`src/rtl/seg_pkg.sv`:
```
// Shared seven-segment definitions: glyph codes, segment bit positions and
// the {a,b,c,d,e,f,g,dp} active-high patterns used by the scan controller.
package seg_pkg;

  typedef logic [4:0] glyph_t;
  typedef logic [7:0] seg_pattern_t;

  localparam int unsigned SEG_A  = 7;
  localparam int unsigned SEG_B  = 6;
  localparam int unsigned SEG_C  = 5;
  localparam int unsigned SEG_D  = 4;
  localparam int unsigned SEG_E  = 3;
  localparam int unsigned SEG_F  = 2;
  localparam int unsigned SEG_G  = 1;
  localparam int unsigned SEG_DP = 0;

  localparam glyph_t GLYPH_0     = 5'd0;
  localparam glyph_t GLYPH_1     = 5'd1;
  localparam glyph_t GLYPH_2     = 5'd2;
  localparam glyph_t GLYPH_3     = 5'd3;
  localparam glyph_t GLYPH_4     = 5'd4;
  localparam glyph_t GLYPH_5     = 5'd5;
  localparam glyph_t GLYPH_6     = 5'd6;
  localparam glyph_t GLYPH_7     = 5'd7;
  localparam glyph_t GLYPH_8     = 5'd8;
  localparam glyph_t GLYPH_9     = 5'd9;
  localparam glyph_t GLYPH_A     = 5'd10;
  localparam glyph_t GLYPH_B     = 5'd11;
  localparam glyph_t GLYPH_C     = 5'd12;
  localparam glyph_t GLYPH_D     = 5'd13;
  localparam glyph_t GLYPH_E     = 5'd14;
  localparam glyph_t GLYPH_F     = 5'd15;
  localparam glyph_t GLYPH_UNDER = 5'd16;
  localparam glyph_t GLYPH_U     = 5'd17;
  localparam glyph_t GLYPH_L     = 5'd18;
  localparam glyph_t GLYPH_P     = 5'd19;
  localparam glyph_t GLYPH_DASH  = 5'd20;
  localparam glyph_t GLYPH_N     = 5'd21;
  localparam glyph_t GLYPH_O     = 5'd22;
  localparam glyph_t GLYPH_R     = 5'd23;
  localparam glyph_t GLYPH_BLANK = 5'd31;

  localparam seg_pattern_t PAT_0     = 8'hFC;
  localparam seg_pattern_t PAT_1     = 8'h60;
  localparam seg_pattern_t PAT_2     = 8'hDA;
  localparam seg_pattern_t PAT_3     = 8'hF2;
  localparam seg_pattern_t PAT_4     = 8'h66;
  localparam seg_pattern_t PAT_5     = 8'hB6;
  localparam seg_pattern_t PAT_6     = 8'hBE;
  localparam seg_pattern_t PAT_7     = 8'hE0;
  localparam seg_pattern_t PAT_8     = 8'hFE;
  localparam seg_pattern_t PAT_9     = 8'hF6;
  localparam seg_pattern_t PAT_A     = 8'hEE;
  localparam seg_pattern_t PAT_B     = 8'h3E;
  localparam seg_pattern_t PAT_C     = 8'h9C;
  localparam seg_pattern_t PAT_D     = 8'h7A;
  localparam seg_pattern_t PAT_E     = 8'h9E;
  localparam seg_pattern_t PAT_F     = 8'h8E;
  localparam seg_pattern_t PAT_UNDER = 8'h10;
  localparam seg_pattern_t PAT_U     = 8'h7C;
  localparam seg_pattern_t PAT_L     = 8'h1C;
  localparam seg_pattern_t PAT_P     = 8'hCE;
  localparam seg_pattern_t PAT_DASH  = 8'h02;
  localparam seg_pattern_t PAT_N     = 8'h2A;
  localparam seg_pattern_t PAT_O     = 8'h3A;
  localparam seg_pattern_t PAT_R     = 8'h0A;
  localparam seg_pattern_t PAT_BLANK = 8'h00;

endpackage

```
`src/rtl/scan_display_ctrl_if.sv`:
```
// Bundle between game/menu logic and the scan controller: digit content,
// display controls, and the tube-facing segment/select outputs.
interface scan_display_ctrl_if #(
  parameter int unsigned NUM_DIGITS = 8
);
  logic                      en;
  logic [5*NUM_DIGITS-1:0]   glyphs;
  logic [NUM_DIGITS-1:0]     dp_mask;
  logic [NUM_DIGITS-1:0]     blink_mask;
  logic [2:0]                brightness;
  logic [7:0]                seg_74;
  logic [7:0]                seg_30;
  logic [NUM_DIGITS-1:0]     tub_sel;

  modport master (
    output en, glyphs, dp_mask, blink_mask, brightness,
    input  seg_74, seg_30, tub_sel
  );

  modport slave (
    input  en, glyphs, dp_mask, blink_mask, brightness,
    output seg_74, seg_30, tub_sel
  );
endinterface

```
`src/rtl/seven_seg_glyph_rom.sv`:
```
// Combinational glyph-code to segment-pattern lookup; dp bit always 0,
// unassigned codes render blank.
module seven_seg_glyph_rom
  import seg_pkg::*;
(
  input  glyph_t       code,
  output seg_pattern_t pattern
);

  always_comb begin
    pattern = PAT_BLANK;
    case (code)
      GLYPH_0:     pattern = PAT_0;
      GLYPH_1:     pattern = PAT_1;
      GLYPH_2:     pattern = PAT_2;
      GLYPH_3:     pattern = PAT_3;
      GLYPH_4:     pattern = PAT_4;
      GLYPH_5:     pattern = PAT_5;
      GLYPH_6:     pattern = PAT_6;
      GLYPH_7:     pattern = PAT_7;
      GLYPH_8:     pattern = PAT_8;
      GLYPH_9:     pattern = PAT_9;
      GLYPH_A:     pattern = PAT_A;
      GLYPH_B:     pattern = PAT_B;
      GLYPH_C:     pattern = PAT_C;
      GLYPH_D:     pattern = PAT_D;
      GLYPH_E:     pattern = PAT_E;
      GLYPH_F:     pattern = PAT_F;
      GLYPH_UNDER: pattern = PAT_UNDER;
      GLYPH_U:     pattern = PAT_U;
      GLYPH_L:     pattern = PAT_L;
      GLYPH_P:     pattern = PAT_P;
      GLYPH_DASH:  pattern = PAT_DASH;
      GLYPH_N:     pattern = PAT_N;
      GLYPH_O:     pattern = PAT_O;
      GLYPH_R:     pattern = PAT_R;
      default:     pattern = PAT_BLANK;
    endcase
  end

endmodule

```
`src/rtl/scan_display_ctrl.sv`:
```
// Multiplexed seven-segment scan controller: exact slot timing, frame-synchronous
// input capture, per-digit dp/blink, PWM brightness, two segment banks.
module scan_display_ctrl
  import seg_pkg::*;
#(
  parameter int unsigned NUM_DIGITS   = 8,
  parameter int unsigned SCAN_DIV     = 25000,
  parameter int unsigned BLINK_FRAMES = 250
) (
  input  logic                    clk,
  input  logic                    rst,
  scan_display_ctrl_if.slave      bus
);

  localparam int unsigned SLOT_W  = $clog2(SCAN_DIV);
  localparam int unsigned DIG_W   = $clog2(NUM_DIGITS);
  localparam int unsigned FRAME_W = (BLINK_FRAMES > 1) ? $clog2(BLINK_FRAMES) : 1;

  logic [SLOT_W-1:0]      slot_cnt;
  logic [DIG_W-1:0]       digit_idx;
  logic [FRAME_W-1:0]     frame_cnt;
  logic                   blink_phase;
  glyph_t                 shadow_glyph [NUM_DIGITS];
  logic [NUM_DIGITS-1:0]  shadow_dp;
  logic [NUM_DIGITS-1:0]  shadow_blink;

  logic                   slot_end;
  logic                   frame_end;
  logic                   lit;
  logic                   visible;
  logic                   upper_bank;
  logic [31:0]            lit_limit;
  seg_pattern_t           rom_pattern;
  seg_pattern_t           pattern;
  logic [NUM_DIGITS-1:0]  onehot;

  assign slot_end  = (slot_cnt == SLOT_W'(SCAN_DIV - 1));
  assign frame_end = slot_end && (digit_idx == DIG_W'(NUM_DIGITS - 1));

  always_ff @(posedge clk or negedge rst) begin
    if (!rst) begin
      slot_cnt    <= '0;
      digit_idx   <= '0;
      frame_cnt   <= '0;
      blink_phase <= 1'b0;
    end else begin
      slot_cnt <= slot_end ? '0 : slot_cnt + 1'b1;
      if (slot_end)
        digit_idx <= (digit_idx == DIG_W'(NUM_DIGITS - 1)) ? '0 : digit_idx + 1'b1;
      if (frame_end) begin
        if (frame_cnt == FRAME_W'(BLINK_FRAMES - 1)) begin
          frame_cnt   <= '0;
          blink_phase <= ~blink_phase;
        end else begin
          frame_cnt <= frame_cnt + 1'b1;
        end
      end
    end
  end

  // Inputs only land at the frame boundary so a digit never changes mid-scan
  always_ff @(posedge clk or negedge rst) begin
    if (!rst) begin
      for (int unsigned i = 0; i < NUM_DIGITS; i++)
        shadow_glyph[i] <= GLYPH_BLANK;
      shadow_dp    <= '0;
      shadow_blink <= '0;
    end else if (frame_end) begin
      for (int unsigned i = 0; i < NUM_DIGITS; i++)
        shadow_glyph[i] <= bus.glyphs[5*i +: 5];
      shadow_dp    <= bus.dp_mask;
      shadow_blink <= bus.blink_mask;
    end
  end

  seven_seg_glyph_rom u_rom (
    .code    (shadow_glyph[digit_idx]),
    .pattern (rom_pattern)
  );

  // Level 7 bypasses the compare so truncation of SCAN_DIV>>3 never dims full brightness
  always_comb begin
    lit_limit = (SCAN_DIV >> 3) * (32'(bus.brightness) + 32'd1);
    lit       = (bus.brightness == 3'd7) || (32'(slot_cnt) < lit_limit);
  end

  always_comb begin
    visible         = bus.en && lit && !(shadow_blink[digit_idx] && blink_phase);
    upper_bank      = (digit_idx >= DIG_W'(NUM_DIGITS / 2));
    pattern         = rom_pattern;
    pattern[SEG_DP] = shadow_dp[digit_idx];
    onehot          = NUM_DIGITS'(1) << digit_idx;
  end

  always_ff @(posedge clk or negedge rst) begin
    if (!rst) begin
      bus.seg_74  <= '0;
      bus.seg_30  <= '0;
      bus.tub_sel <= '0;
    end else begin
      bus.tub_sel <= visible ? onehot : '0;
      bus.seg_74  <= (visible &&  upper_bank) ? pattern : '0;
      bus.seg_30  <= (visible && !upper_bank) ? pattern : '0;
    end
  end

endmodule

```
`src/flat_wrapper.sv`:
```
// flat-port wrapper written by rule: the top's interface ports become plain ports
module scan_display_ctrl_flat import seg_pkg::*;
#(
  parameter int unsigned NUM_DIGITS   = 8,
  parameter int unsigned SCAN_DIV     = 25000,
  parameter int unsigned BLINK_FRAMES = 250
)
  (clk, rst, bus_en, bus_glyphs, bus_dp_mask, bus_blink_mask, bus_brightness, bus_seg_74, bus_seg_30, bus_tub_sel);
  scan_display_ctrl_if #(.NUM_DIGITS(NUM_DIGITS)) bus_i ();
  input  logic clk;
  input  logic rst;
  input wire logic [$bits(bus_i.en)-1:0] bus_en;
  input wire logic [$bits(bus_i.glyphs)-1:0] bus_glyphs;
  input wire logic [$bits(bus_i.dp_mask)-1:0] bus_dp_mask;
  input wire logic [$bits(bus_i.blink_mask)-1:0] bus_blink_mask;
  input wire logic [$bits(bus_i.brightness)-1:0] bus_brightness;
  output wire logic [$bits(bus_i.seg_74)-1:0] bus_seg_74;
  output wire logic [$bits(bus_i.seg_30)-1:0] bus_seg_30;
  output wire logic [$bits(bus_i.tub_sel)-1:0] bus_tub_sel;
  assign bus_i.en = bus_en;
  assign bus_i.glyphs = bus_glyphs;
  assign bus_i.dp_mask = bus_dp_mask;
  assign bus_i.blink_mask = bus_blink_mask;
  assign bus_i.brightness = bus_brightness;
  assign bus_seg_74 = bus_i.seg_74;
  assign bus_seg_30 = bus_i.seg_30;
  assign bus_tub_sel = bus_i.tub_sel;
  scan_display_ctrl #(.NUM_DIGITS(NUM_DIGITS), .SCAN_DIV(SCAN_DIV), .BLINK_FRAMES(BLINK_FRAMES)) u_core (.clk(clk), .rst(rst), .bus(bus_i));
endmodule
```
`config.mk`:
```
export PLATFORM = sky130hd
export DESIGN_NAME = scan_display_ctrl_flat
export DESIGN_NICKNAME = d
export VERILOG_FILES = /design/src/rtl/seg_pkg.sv /design/src/rtl/scan_display_ctrl_if.sv /design/src/rtl/seven_seg_glyph_rom.sv /design/src/rtl/scan_display_ctrl.sv /design/src/flat_wrapper.sv
export SDC_FILE = /design/constraint.sdc
export NUM_CORES = 1
export LEC_CHECK = 0
export CAP_MARGIN = 30
export CELL_PAD_IN_SITES_DETAIL_PLACEMENT = 1
export CELL_PAD_IN_SITES_GLOBAL_PLACEMENT = 1
export CORE_MARGIN = 1.5
export CORE_UTILIZATION = 46
export CTS_CLUSTER_SIZE = 16
export DETAILED_ROUTE_END_ITERATION = 7
export HOLD_SLACK_MARGIN = 0.1
export PLACE_DENSITY_LB_ADDON = 0.1
export SLEW_MARGIN = 10
export SYNTH_ARGS = -nofsm -noshare
export SYNTH_HDL_FRONTEND = slang
export SYNTH_SLANG_ARGS = --single-unit
```
`constraint.sdc`:
```
create_clock -name clk -period 5.58 [get_ports clk]
set_input_delay 1.116 -clock clk [delete_from_list [all_inputs] [get_ports clk]]
set_output_delay 1.116 -clock clk [all_outputs]
set_load 0.005 [all_outputs]
```
==> summary.txt <==
Share of layout cells above drive strength 1 -> 0.133
CTS H-tree depth -> 3
Fmax -> 190 MHz
Slowest stage cell, crit path -> clkdlybuf4s50_1
VDD IR-drop max -> 0.000129 V
CP endpoint kind -> register
WP buf/inv -> 2
Via count -> 4,637
Die X -> 116 um
Final Slew Violations -> 0
Dpl hpwl -> 10.5 mm
Sequential fraction of the synthesis area -> 0.464
Post-cts sizing count -> 0
I/O Buffers -> 85
Flop2flop setup slack -> 2.28 ns
Dpl ws -> -0.0201 ns
Synth top area share -> 0.285
Synth-to-Final Area Change -> 23.3%
Post-synth EDFFs -> 0
CP arrival -> 5.50 ns
Routability congestion estimate -> 0.882
Avg Synthesized Cell Area -> 9.63 sq um
Final min period -> 5.25 ns
Synthesized net count -> 720
Chip height -> 116 um
Synth Warn # -> 0
Cell count after synthesis -> 611
Top FF cell, synth -> dfrtp_1
Critical-path cell list -> clkdlybuf4s50_1, ha_1, ha_1, ha_1, ha_1, ha_1, nand2_1, o21ai_0, or2_2, a22oi_1, xor2_1, ha_1, nand3_1, nor3_1, o31ai_1, o211a_1, nor2_1, buf_4, and4b_1
Leak pwr -> 3.26 nW
#FFs+latches synth -> 107
Drt wl/cell -> 16.6 um
Power Dens Cells -> 231 nW/um^2
First-pass DRT Iterations -> 4
Max Cap Viol -> 0
Largest net degree at the start of global routing -> 72
Nets -> 802
Post-synth cell types -> 57
Final period util -> 0.941
Setup_tns -> 0 ns
Vias in the first global route -> 4,792
Die area -> 13,500 sq um
Worst setup margin -> 0.327 ns
Slew HR -> 0.372
DR vias/cell -> 5.33
Max FO, Critical Path -> 11
CTS clk-pin slew, worst paths -> 0.08 ns
Ys async rst share -> 1.00
Synthesized cell area -> 5880 sq um
Worst-skew pair later-pin latency -> 0.36 ns
Hold Crit Class -> register to register
Global route overflow -> 0
Area of the core -> 12,600 sq um
Worst path top cell family by delay -> adder cells
Max stage delay on crit path -> 0.49 ns
Max clock buf depth -> 2
Worst Tran Pin Value -> 0.923 ns
First-pass GRT wire length -> 24.0 mm
Cts bufs inserted -> 9
WS Path Type -> primary input to register
Row Count -> 41
Area leader, netlist -> dfrtp_1
Io pins -> 86
Top cell by count, worst path -> ha_1
Clock Sinks -> 107
Fin Hold WS -> 0.454 ns
Hold Buf Count CTS -> 0
CTS root buffer -> clkbuf_16
Starting DRC count in detailed routing -> 228
Clk_skew -> 0.0103 ns
Diodes inserted -> 0
Required time of the critical path -> 5.83 ns
Startpoint Class -> primary input
CTS tree -> yes
Synth area leaders -> dfrtp_1 28%, dfstp_2 18%, nand2_1 13%
Final setup fails -> 0
Final Hold Fails -> 0
Tot GR Track Use -> 0.231
DRT antenna net count -> 0
Status -> completed
Post-CTS setup buffers -> 0
RSZ-0062 raised after global routing -> no
Initial Util -> 0.468
Wirelength, routed -> 14.5 mm
Drc violations -> 0
Initial antenna violation count -> 0
## layout by cell type (no fill, tap or decap), types with 7 or more instances in the layout
| cell | n |
|---|---|
| xnor2_1 | 10 |
| nor3_1 | 15 |
| mux4_2 | 14 |
| dfstp_2 | 40 |
| a21oi_1 | 9 |
| nand2_1 | 197 |
| inv_1 | 15 |
| mux2i_1 | 7 |
| nand3_1 | 22 |
| clkdlybuf4s50_1 | 84 |
| ha_1 | 47 |
| buf_4 | 10 |
| o21ai_0 | 18 |
| nor2_1 | 38 |
| xor2_1 | 10 |
| dfrtp_1 | 67 |
| clkbuf_16 | 10 |
| and3_1 | 7 |
## synthesized netlist by cell type (2+ instances only)
master,instances
xnor2_1,10
xor2_1,10
o22ai_1,2
nand3b_1,3
and4b_1,2
a31oi_1,6
nor2_1,38
nor3_1,15
buf_4,6
buf_2,5
nand4_1,2
o21ai_0,18
a21oi_1,9
a311o_1,2
nor2b_1,5
a211o_1,3
mux2_2,2
nor4_1,2
dfstp_2,40
and3_1,7
nand3_1,22
o31ai_1,5
buf_6,3
dfrtp_1,67
and2_1,4
or3_1,2
inv_1,15
o211ai_1,3
a22oi_1,3
mux4_2,14
ha_1,47
clkbuf_1,10
mux2i_1,7
a21o_1,2
nand2_1,198
## where the power goes
part           switching [mW]  internal (mW)
combinational          0.0847         0.0832
sequential           0.000332          0.777
clock                   0.305          0.424
total                   0.390           1.28
## layer usage
layer  global-route usage  wire, um  vias up
met4               0.0748       257        0
met1                0.313      6680     2294
li1                     -         -     2231
met5                    0         0        -
met2                0.381      7040       89
met3               0.0394       473       23
## final timing paths
path / from / to / cells past startpoint
hold reg to reg: u_core.shadow_glyph[20] / u_core.shadow_glyph[20] / 2
max in group asynchronous: rst / u_core.shadow_glyph[30] / 2
setup reg to reg: u_core.slot_cnt[6] / u_core.shadow_glyph[0] / 7
setup / recovery: bus_brightness[0] / u_core.bus.seg_30[1] / 19
min in group asynchronous: rst / u_core.slot_cnt[5] / 1
hold / removal: u_core.shadow_glyph[20] / u_core.shadow_glyph[20] / 2
## stage by stage
stage          instance area (sq um)  std cells  utilization  power (mW)
6_report                        7250        870        0.577        1.67
5_1_grt                         7250        870        0.577        1.73
4_1_cts                         7220        868        0.574        1.69
3_5_place_dp                    6870        852        0.547       0.956
3_3_place_gp                    6870        852        0.547       0.948
2_1_floorplan                   5880        611            -       0.866
## logic make-up (layout without fill, tap and decap cells)
group                      after synthesis  after routing  synth area share
and+or+nand+nor                        308            308             0.224
DFF                                    107            107             0.464
AOI/OAI and AO/OA                       62             62            0.0693
xor gates and xnor gates                22             22            0.0364
adders and majority gates               47             47            0.0999
muxes                                   24             24            0.0717
buffers and inverters                   41            128            0.0349
## cell type report
| type | count | area, sq um |
|---|---|---|
| Sequential cell | 107 | 2730 |
| Clock inverter | 6 | 91.3 |
| Inverter | 16 | 60.1 |
| Fill cell | 1455 | 5310 |
| Multi-Input combinational cell | 463 | 2960 |
| Clock buffer | 10 | 250 |
| Timing Repair Buffer | 96 | 955 |
| Tap cell | 172 | 215 |
## worst reg2reg max path, stage by stage, from the launching register on
cell and delay (ns):
dfrtp_1 0.46, or4_1 0.53, or4_4 0.44, nor3_4 0.49
and2_2 0.74, buf_4 0.40, nand2_1 0.11, nand2_1 0.08
## state kept, by name, summed over array words and instances (netlist names)
name and cells:
u_core.slot_cnt 15, u_core.blink_phase 1, u_core.shadow_dp 8, u_core.bus.seg_74 8
u_core.bus.tub_sel 8, u_core.shadow_blink 8, u_core.digit_idx 3, u_core.bus.seg_30 8
u_core.shadow_glyph 40, u_core.frame_cnt 8
Note: power is estimated with default switching activity, not from simulation.
